===== config.mk =====
export PLATFORM = sky130hd
export DESIGN_NAME = io_peripheral_ctrl_flat
export DESIGN_NICKNAME = d
export VERILOG_FILES = /design/src/rtl/io_peripheral_ctrl_pkg.sv /design/src/rtl/io_peripheral_ctrl_if.sv /design/src/rtl/io_peripheral_ctrl_switch_debouncer.sv /design/src/rtl/io_peripheral_ctrl.sv /design/src/flat_wrapper.sv
export SDC_FILE = /design/constraint.sdc
export NUM_CORES = 1
export LEC_CHECK = 0
export CAP_MARGIN = 40
export CORE_MARGIN = 2
export CORE_UTILIZATION = 55
export CTS_BUF_LIST = sky130_fd_sc_hd__clkbuf_8
export DETAILED_ROUTE_END_ITERATION = 7
export MAX_ROUTING_LAYER = met4
export PLACE_DENSITY_LB_ADDON = 0.05
export SETUP_SLACK_MARGIN = 0.02
export SLEW_MARGIN = 20
export SYNTH_ARGS = -nofsm -noshare
export SYNTH_HDL_FRONTEND = slang
export SYNTH_SLANG_ARGS = --single-unit

===== constraint.sdc =====
create_clock -name clk -period 7.95 [get_ports clk]
set_clock_uncertainty 0.2 [all_clocks]
set_input_delay 0.795 -clock clk [delete_from_list [all_inputs] [get_ports clk]]
set_output_delay 0.795 -clock clk [all_outputs]
set_load 0.02 [all_outputs]

===== src/rtl/io_peripheral_ctrl_pkg.sv =====
// Shared address map and widths for the LED/switch IO responder.
package io_peripheral_ctrl_pkg;
    localparam logic [31:0] LED_BASE = 32'hFFFF_FC60;
    localparam logic [31:0] SW_BASE  = 32'hFFFF_FC70;
    localparam logic [31:0] LO_OFF   = 32'd0;
    localparam logic [31:0] HI_OFF   = 32'd2;
    localparam int          IO_DW    = 16;
    localparam int          PIN_W    = 24;
endpackage


===== src/rtl/io_peripheral_ctrl_if.sv =====
// CPU-side memory-mapped IO bus between the core data path and the IO responder.
interface io_peripheral_ctrl_if;
    import io_peripheral_ctrl_pkg::*;

    // The chip selects act as valid; the responder is always ready: a write
    // commits on the clock edge it is seen, a read answers in the same cycle.
    logic              led_ctrl;
    logic              switch_ctrl;
    logic [31:0]       addr;
    logic [31:0]       write_data;
    logic [IO_DW-1:0]  io_rdata;

    modport master (
        output led_ctrl, switch_ctrl, addr, write_data,
        input  io_rdata
    );

    modport slave (
        input  led_ctrl, switch_ctrl, addr, write_data,
        output io_rdata
    );
endinterface


===== src/rtl/io_peripheral_ctrl_switch_debouncer.sv =====
// Two-flop synchroniser plus shared-counter debouncer for the board switches.
module io_peripheral_ctrl_switch_debouncer #(
    parameter int W               = 24,
    parameter int DEBOUNCE_CYCLES = 1_000_000,
    parameter int CNT_W           = 20
) (
    input  logic         clk,
    input  logic         rst,
    input  logic [W-1:0] sw_raw,
    output logic [W-1:0] sw_db
);
    logic [W-1:0]     sync1;
    logic [W-1:0]     sw_sync;
    logic [W-1:0]     sw_cand;
    logic [CNT_W-1:0] cnt;

    localparam logic [CNT_W-1:0] CNT_LAST = CNT_W'(DEBOUNCE_CYCLES - 1);

    always_ff @(posedge clk or posedge rst) begin
        if (rst) begin
            sync1   <= '0;
            sw_sync <= '0;
            sw_cand <= '0;
            cnt     <= '0;
            sw_db   <= '0;
        end else begin
            sync1   <= sw_raw;
            sw_sync <= sync1;
            // Any difference restarts the window; a full window saturates the
            // counter so a long-stable input never wraps back to zero.
            if (sw_sync != sw_cand) begin
                sw_cand <= sw_sync;
                cnt     <= '0;
            end else if (cnt == CNT_LAST) begin
                sw_db <= sw_cand;
            end else begin
                cnt <= cnt + 1'b1;
            end
        end
    end
endmodule


===== src/rtl/io_peripheral_ctrl.sv =====
// IO responder: LED output registers, debounced switch read-back, sticky decode error.
module io_peripheral_ctrl
    import io_peripheral_ctrl_pkg::*;
#(
    parameter int DEBOUNCE_CYCLES = 1_000_000,
    parameter int CNT_W           = 20
) (
    input  logic                clk,
    input  logic                rst,
    io_peripheral_ctrl_if.slave bus,
    input  logic [PIN_W-1:0]    switch_in,
    output logic [PIN_W-1:0]    led_out,
    output logic                addr_err
);
    logic [PIN_W-1:0] sw_db;
    logic led_lo_hit, led_hi_hit, sw_lo_hit, sw_hi_hit;
    logic led_bad, sw_bad;
    logic unused_wdata;

    assign unused_wdata = ^{bus.write_data[31:16]};

    assign led_lo_hit = bus.led_ctrl    && (bus.addr == LED_BASE + LO_OFF);
    assign led_hi_hit = bus.led_ctrl    && (bus.addr == LED_BASE + HI_OFF);
    assign sw_lo_hit  = bus.switch_ctrl && (bus.addr == SW_BASE + LO_OFF);
    assign sw_hi_hit  = bus.switch_ctrl && (bus.addr == SW_BASE + HI_OFF);
    assign led_bad    = bus.led_ctrl    && !(led_lo_hit || led_hi_hit);
    assign sw_bad     = bus.switch_ctrl && !(sw_lo_hit  || sw_hi_hit);

    io_peripheral_ctrl_switch_debouncer #(
        .W               (PIN_W),
        .DEBOUNCE_CYCLES (DEBOUNCE_CYCLES),
        .CNT_W           (CNT_W)
    ) u_debouncer (
        .clk    (clk),
        .rst    (rst),
        .sw_raw (switch_in),
        .sw_db  (sw_db)
    );

    always_ff @(posedge clk or posedge rst) begin
        if (rst) begin
            led_out  <= '0;
            addr_err <= 1'b0;
        end else begin
            if (led_lo_hit) led_out[15:0]  <= bus.write_data[15:0];
            if (led_hi_hit) led_out[23:16] <= bus.write_data[7:0];
            if (led_bad || sw_bad) addr_err <= 1'b1;
        end
    end

    // Read path is combinational so the CPU sees data in the select cycle.
    always_comb begin
        bus.io_rdata = '0;
        if (sw_lo_hit)      bus.io_rdata = sw_db[15:0];
        else if (sw_hi_hit) bus.io_rdata = {8'h00, sw_db[23:16]};
    end
endmodule

===== src/flat_wrapper.sv =====
// flat-port wrapper written by rule: the top's interface ports become plain ports
module io_peripheral_ctrl_flat import io_peripheral_ctrl_pkg::*;
#(
    parameter int DEBOUNCE_CYCLES = 1_000_000,
    parameter int CNT_W           = 20
)
  (clk, rst, switch_in, led_out, addr_err, bus_led_ctrl, bus_switch_ctrl, bus_addr, bus_write_data, bus_io_rdata);
  io_peripheral_ctrl_if bus_i ();
  input  logic clk;
  input  logic rst;
  input  logic [PIN_W-1:0] switch_in;
  output logic [PIN_W-1:0] led_out;
  output logic addr_err;
  input wire logic [$bits(bus_i.led_ctrl)-1:0] bus_led_ctrl;
  input wire logic [$bits(bus_i.switch_ctrl)-1:0] bus_switch_ctrl;
  input wire logic [$bits(bus_i.addr)-1:0] bus_addr;
  input wire logic [$bits(bus_i.write_data)-1:0] bus_write_data;
  output wire logic [$bits(bus_i.io_rdata)-1:0] bus_io_rdata;
  assign bus_i.led_ctrl = bus_led_ctrl;
  assign bus_i.switch_ctrl = bus_switch_ctrl;
  assign bus_i.addr = bus_addr;
  assign bus_i.write_data = bus_write_data;
  assign bus_io_rdata = bus_i.io_rdata;
  io_peripheral_ctrl #(.DEBOUNCE_CYCLES(DEBOUNCE_CYCLES), .CNT_W(CNT_W)) u_core (.clk(clk), .rst(rst), .bus(bus_i), .switch_in(switch_in), .led_out(led_out), .addr_err(addr_err));
endmodule

# After elaboration in Yosys (flattened, before gate mapping)
# Cells that the tools add are included.
# word_totals
elab_cells	33
regBits	141
rom_bits	0
output_inout_bits	41
memories	0
in_bits	92
ramBits	0
latch_bits	0
# op_classes
n_lt_le_gt_ge	0
shift	0
div	0
mul	0
add_sub_neg	1
muxes	4
bitwise	1
reduce_logical	12
eq_ne	7
# op_table
cell	count
$eq A32 B32 Y1 const B	4
$mux W20	2
$ne A24 B24 Y1	1
$add A20 B1 Y20 const B	1
$eq A20 B20 Y1 const B	1
$mux W16	1
$mux W8	1
$logic_and A1 B1 Y1	6
$logic_or A1 B1 Y1	3
$logic_not A1 Y1	2
$ne A2 B2 Y1 const B	1
$reduce_and A2 Y1	1
$not A1 Y1	1

# Logic depth before layout (Yosys ltp)
# logic_depth
word_depth	6
depth_mapped	7
ltp_nobuf	6

# Hierarchy
# Synthesis repeated with hierarchy kept, for this count alone.
# hier_totals
hier_cells	391
area_unflattened_um2	5527.8
# modules_own_cells
module	area_per_inst_um2	instances	seq_area_each_um2	cells_per_inst
io_peripheral_ctrl_switch_debouncer	4210.3	1	2902.8	291
io_peripheral_ctrl	1317.5	1	625.6	100

# Worst setup path before layout
# No wires, ideal clock.
# synth_timing
kind	in2out
start	input port bus_addr[3]
end	output port bus_io_rdata[10]
required_ns	6.955
path_stages	5
n_path_buf	0
path_slack_ns	4.880
arrival_ns	2.075
cell_sequence	nor4b_1 -> nand4_1 -> nand4b_1 -> nor2_1 -> and2_1
# synth_between
elab_chain_cells	3
# synth_lines
element	line	source
start, declared	flat_wrapper.sv:16	input wire logic [$bits(bus_i.addr)-1:0] bus_addr;
$eq A32 B32 Y1	io_peripheral_ctrl.sv:24	assign sw_lo_hit = bus.switch_ctrl && (bus.addr == SW_BASE + LO_OFF);
$logic_and A1 B1 Y1	io_peripheral_ctrl.sv:24	
$mux W16	io_peripheral_ctrl.sv:54	if (sw_lo_hit) bus.io_rdata = sw_db[15:0];
end, declared	flat_wrapper.sv:18	output wire logic [$bits(bus_i.io_rdata)-1:0] bus_io_rdata;
# Every way passes these cells.

# Final worst setup path
# layout_timing
start	input port bus_addr[3]
end	output port bus_io_rdata[8]
# The elaborated chain is that of the path after synthesis.

==> results.cfg <==
[timing]
setup_viol = 0
drv_slew = 0
max_freq_mhz = 210
slew_headroom = 0.491
rsz0062_at_grt = false
setup_tns_ps = 0
hold_violations = 0
holdWs_ps = 151
tightest_slew_ps = 764
min_period_ps = 4750
min_period_over_period = 0.598

[pwr]
switchingPower_w = 0.000308
irDropWorstVdd_uv = 162
leakage_nw = 3.08
p_total_w = 0.00137
pwr-share-clk = 0.402
p_seq_frac = 0.546
p_int_w = 0.00106
p_sw_frac = 0.226
power_density_nw_per_um2 = 194
combPwrFrac = 0.052

[critical_path]
cp_max_fo = 9
rrSetupSlack_ps = 5310
critPathCaptureType = output port
critPathKind = in2out
crit_path_start = bus_addr[3]
r2r-end = u_core.u_debouncer.sw_db[9]$_DFFE_PP0P_
worstRegToRegCells = 6
crit_arrival_ps = 3760
crit_end = bus_io_rdata[8]
reg2reg_from = u_core.u_debouncer.sw_sync[19]$_DFF_PP0_
critical_path.startpoint_type = input port
crit_required_ps = 6950

[clock_tree]
cts_buffer_depth = 2
cts_setup_buffers = 0
clockRootBuffer = clkbuf_8
cts_resized = 0
clk_pin_slew_ps = 80
cts.htree.levels = 4
hold_buffers = 0
numCtsBuffers = 17
clock_latency_ps = 430
cts_sinks = 141
cts_tree = built

[synth]
seq_area_frac_synth = 0.652
synthFlopType = dfrtp_1
synthTopCellsByArea = dfrtp_1 (65%), mux2_4 (5.5%), xnor2_1 (5.0%)
syn_area_um2 = 5410
syn_nets = 483
yosysTopAreaCellShare = 0.652
syn_avg_cell_area_um2 = 13.9
synth_top_area_cell = dfrtp_1
yosysMostFrequentCell = dfrtp_1
ys_async_sr_fraction = 1.00
ys_top_cells_by_count = dfrtp_1 (141), nor2_1 (35), xnor2_1 (31), clkbuf_1 (27), mux2_4 (20)
synthCells = 390
yosys_register_bits = 141
yosys_warnings = 0
synth_edf_count = 0
ys_types = 41

[layout]
diodes = 0
fin_nets = 589
fillCellCount = 653
fin_cells = 642
syn_to_final_growth_pct = 30.1
drive_gt1_frac = 0.159
fin_util = 0.727

[global_route]
grt_overflow = 0
grt_pass1_wl_um = 15800
track_usage = 0.208
antenna_found_initial = 0
grt_max_degree = 56
grt_pass1_vias = 3353

[drt]
drtIter0Drc = 157
first_pass_iters = 4
num_vias = 3261
via_per_inst = 5.08
wl_um = 10000
drc = 0
ant_nets = 0
avgRoutedWirePerCell_um = 15.6

[floorplan]
ioPinCount = 133
dieArea_um2 = 10700
rows = 36
die_x_um = 103
die_height_um = 103
start_util = 0.559
coreArea_um2 = 9680

[place]
dp.cells = 610
globalplace.congestion = 0.807
port_buffers = 116
dpl.hpwl_um = 7180

[outcome]
status = finished, final reports clean

[worst_hold_path]
hp-class = reg2reg

[flow_run]
cap_viol_max_count = 0
stage by stage:
stage               setup WS (ps)  cell area (um2)
CTS                          3100             7040
global placement             3190             6610
global route                 2930             7040
floorplan                    3170             5410
finish                       3200             7040
detailed placement           3120             6660
state kept, by name, summed over array words and instances (netlist names):
signal                      cells
u_core.u_debouncer.sync1       24
u_core.u_debouncer.sw_sync     24
u_core.addr_err                 1
u_core.u_debouncer.sw_db       24
u_core.led_out                 24
u_core.u_debouncer.cnt         20
u_core.u_debouncer.sw_cand     24
worst max-delay path, stage by stage:
cell and delay [ps]:
clkdlybuf4s50_1 400, nor4b_1 280, nand4_1 160, nand4b_1 560, nor2_1 700, and2_1 240, clkdlybuf4s50_1 610
layout by cell type (no fill, tap or decap), types with 2 or more instances in the layout:
cell | netlist | final
and2_1 | 9 | 9
buf_16 | 0 | 2
clkbuf_8 | 0 | 17
clkinvlp_4 | 0 | 5
nor3_2 | 2 | 2
o21ai_0 | 3 | 3
and3_1 | 2 | 2
nor3_1 | 5 | 5
clkinv_4 | 0 | 2
mux2_4 | 20 | 20
and4_1 | 2 | 2
nand4_1 | 16 | 16
mux2_2 | 18 | 18
nand2_1 | 13 | 13
or3_1 | 2 | 2
nand4b_1 | 3 | 3
or2_2 | 2 | 2
xnor2_1 | 31 | 31
clkdlybuf4s50_1 | 0 | 116
bufinv_16 | 0 | 2
xor2_1 | 7 | 7
nor4_1 | 2 | 2
inv_1 | 2 | 3
a21oi_1 | 3 | 3
dfrtp_1 | 141 | 141
nor2b_1 | 2 | 2
nand3_1 | 5 | 5
nor4_2 | 2 | 2
mux2_1 | 10 | 10
nor2_1 | 35 | 35
clkinv_2 | 0 | 2
mux2i_1 | 9 | 9
inv_6 | 0 | 3
kinds of logic (layout without fill, tap and decap cells):
family	after synthesis	count (layout)	share of synthesized area
flip-flops	141	141	0.652
AND/OR/NAND/NOR	112	112	0.118
multiplexers	57	57	0.130
XOR/XNOR	38	38	0.0615
buffers and inverters	34	153	0.0287
AO/OA/AOI/OAI	7	7	0.00693
adder cells (fa/ha/maj)	1	1	0.00231
power by group through the flow:
stage / clock network (W) / logic (W) / registers, W
2_1_floorplan: 0 / 0.0000291 / 0.000757
3_3_place_gp: 0 / 0.0000693 / 0.000759
3_5_place_dp: 0 / 0.0000722 / 0.000760
4_1_cts: 0.000561 / 0.0000725 / 0.000746
5_1_grt: 0.000594 / 0.0000784 / 0.000748
6_report: 0.000549 / 0.0000707 / 0.000746
per-layer routing:
layer	up-vias	part of all wire	routed length [um]	GRT usage
li1	1525	-	-	-
met1	1601	0.42	4220	0.240
met2	118	0.49	4870	0.337
met3	17	0.075	751	0.0645
met4	0	0.016	163	0.0911
met5	-	0	0	-
how the worst min path moves through the flow:
stage                                                 from                                        to  slack, ps  depth (start not counted)
global route        u_core.u_debouncer.sync1[20]$_DFF_PP0_  u_core.u_debouncer.sw_sync[20]$_DFF_PP0_        160                          0
detailed placement  u_core.u_debouncer.sync1[22]$_DFF_PP0_  u_core.u_debouncer.sw_sync[22]$_DFF_PP0_        130                          0
floorplan            u_core.u_debouncer.sync1[0]$_DFF_PP0_   u_core.u_debouncer.sw_sync[0]$_DFF_PP0_        130                          0
CTS                  u_core.u_debouncer.sync1[4]$_DFF_PP0_   u_core.u_debouncer.sw_sync[4]$_DFF_PP0_        150                          0
finish               u_core.u_debouncer.sync1[4]$_DFF_PP0_   u_core.u_debouncer.sw_sync[4]$_DFF_PP0_        150                          0
global placement     u_core.u_debouncer.sync1[5]$_DFF_PP0_   u_core.u_debouncer.sw_sync[5]$_DFF_PP0_        130                          0
layout make-up:
type / count / area (um2) / area share
multi-input cells: 215 / 1730 / 0.245
clock buffers: 17 / 234 / 0.0332
well taps: 133 / 166 / 0.0236
flip-flops and latches: 141 / 3530 / 0.501
inverters: 2 / 12.5 / 0.00178
clock inverters: 15 / 150 / 0.0213
repair buffers: 119 / 1220 / 0.174
No activity file was read; power rests on OpenSTA's default activity.
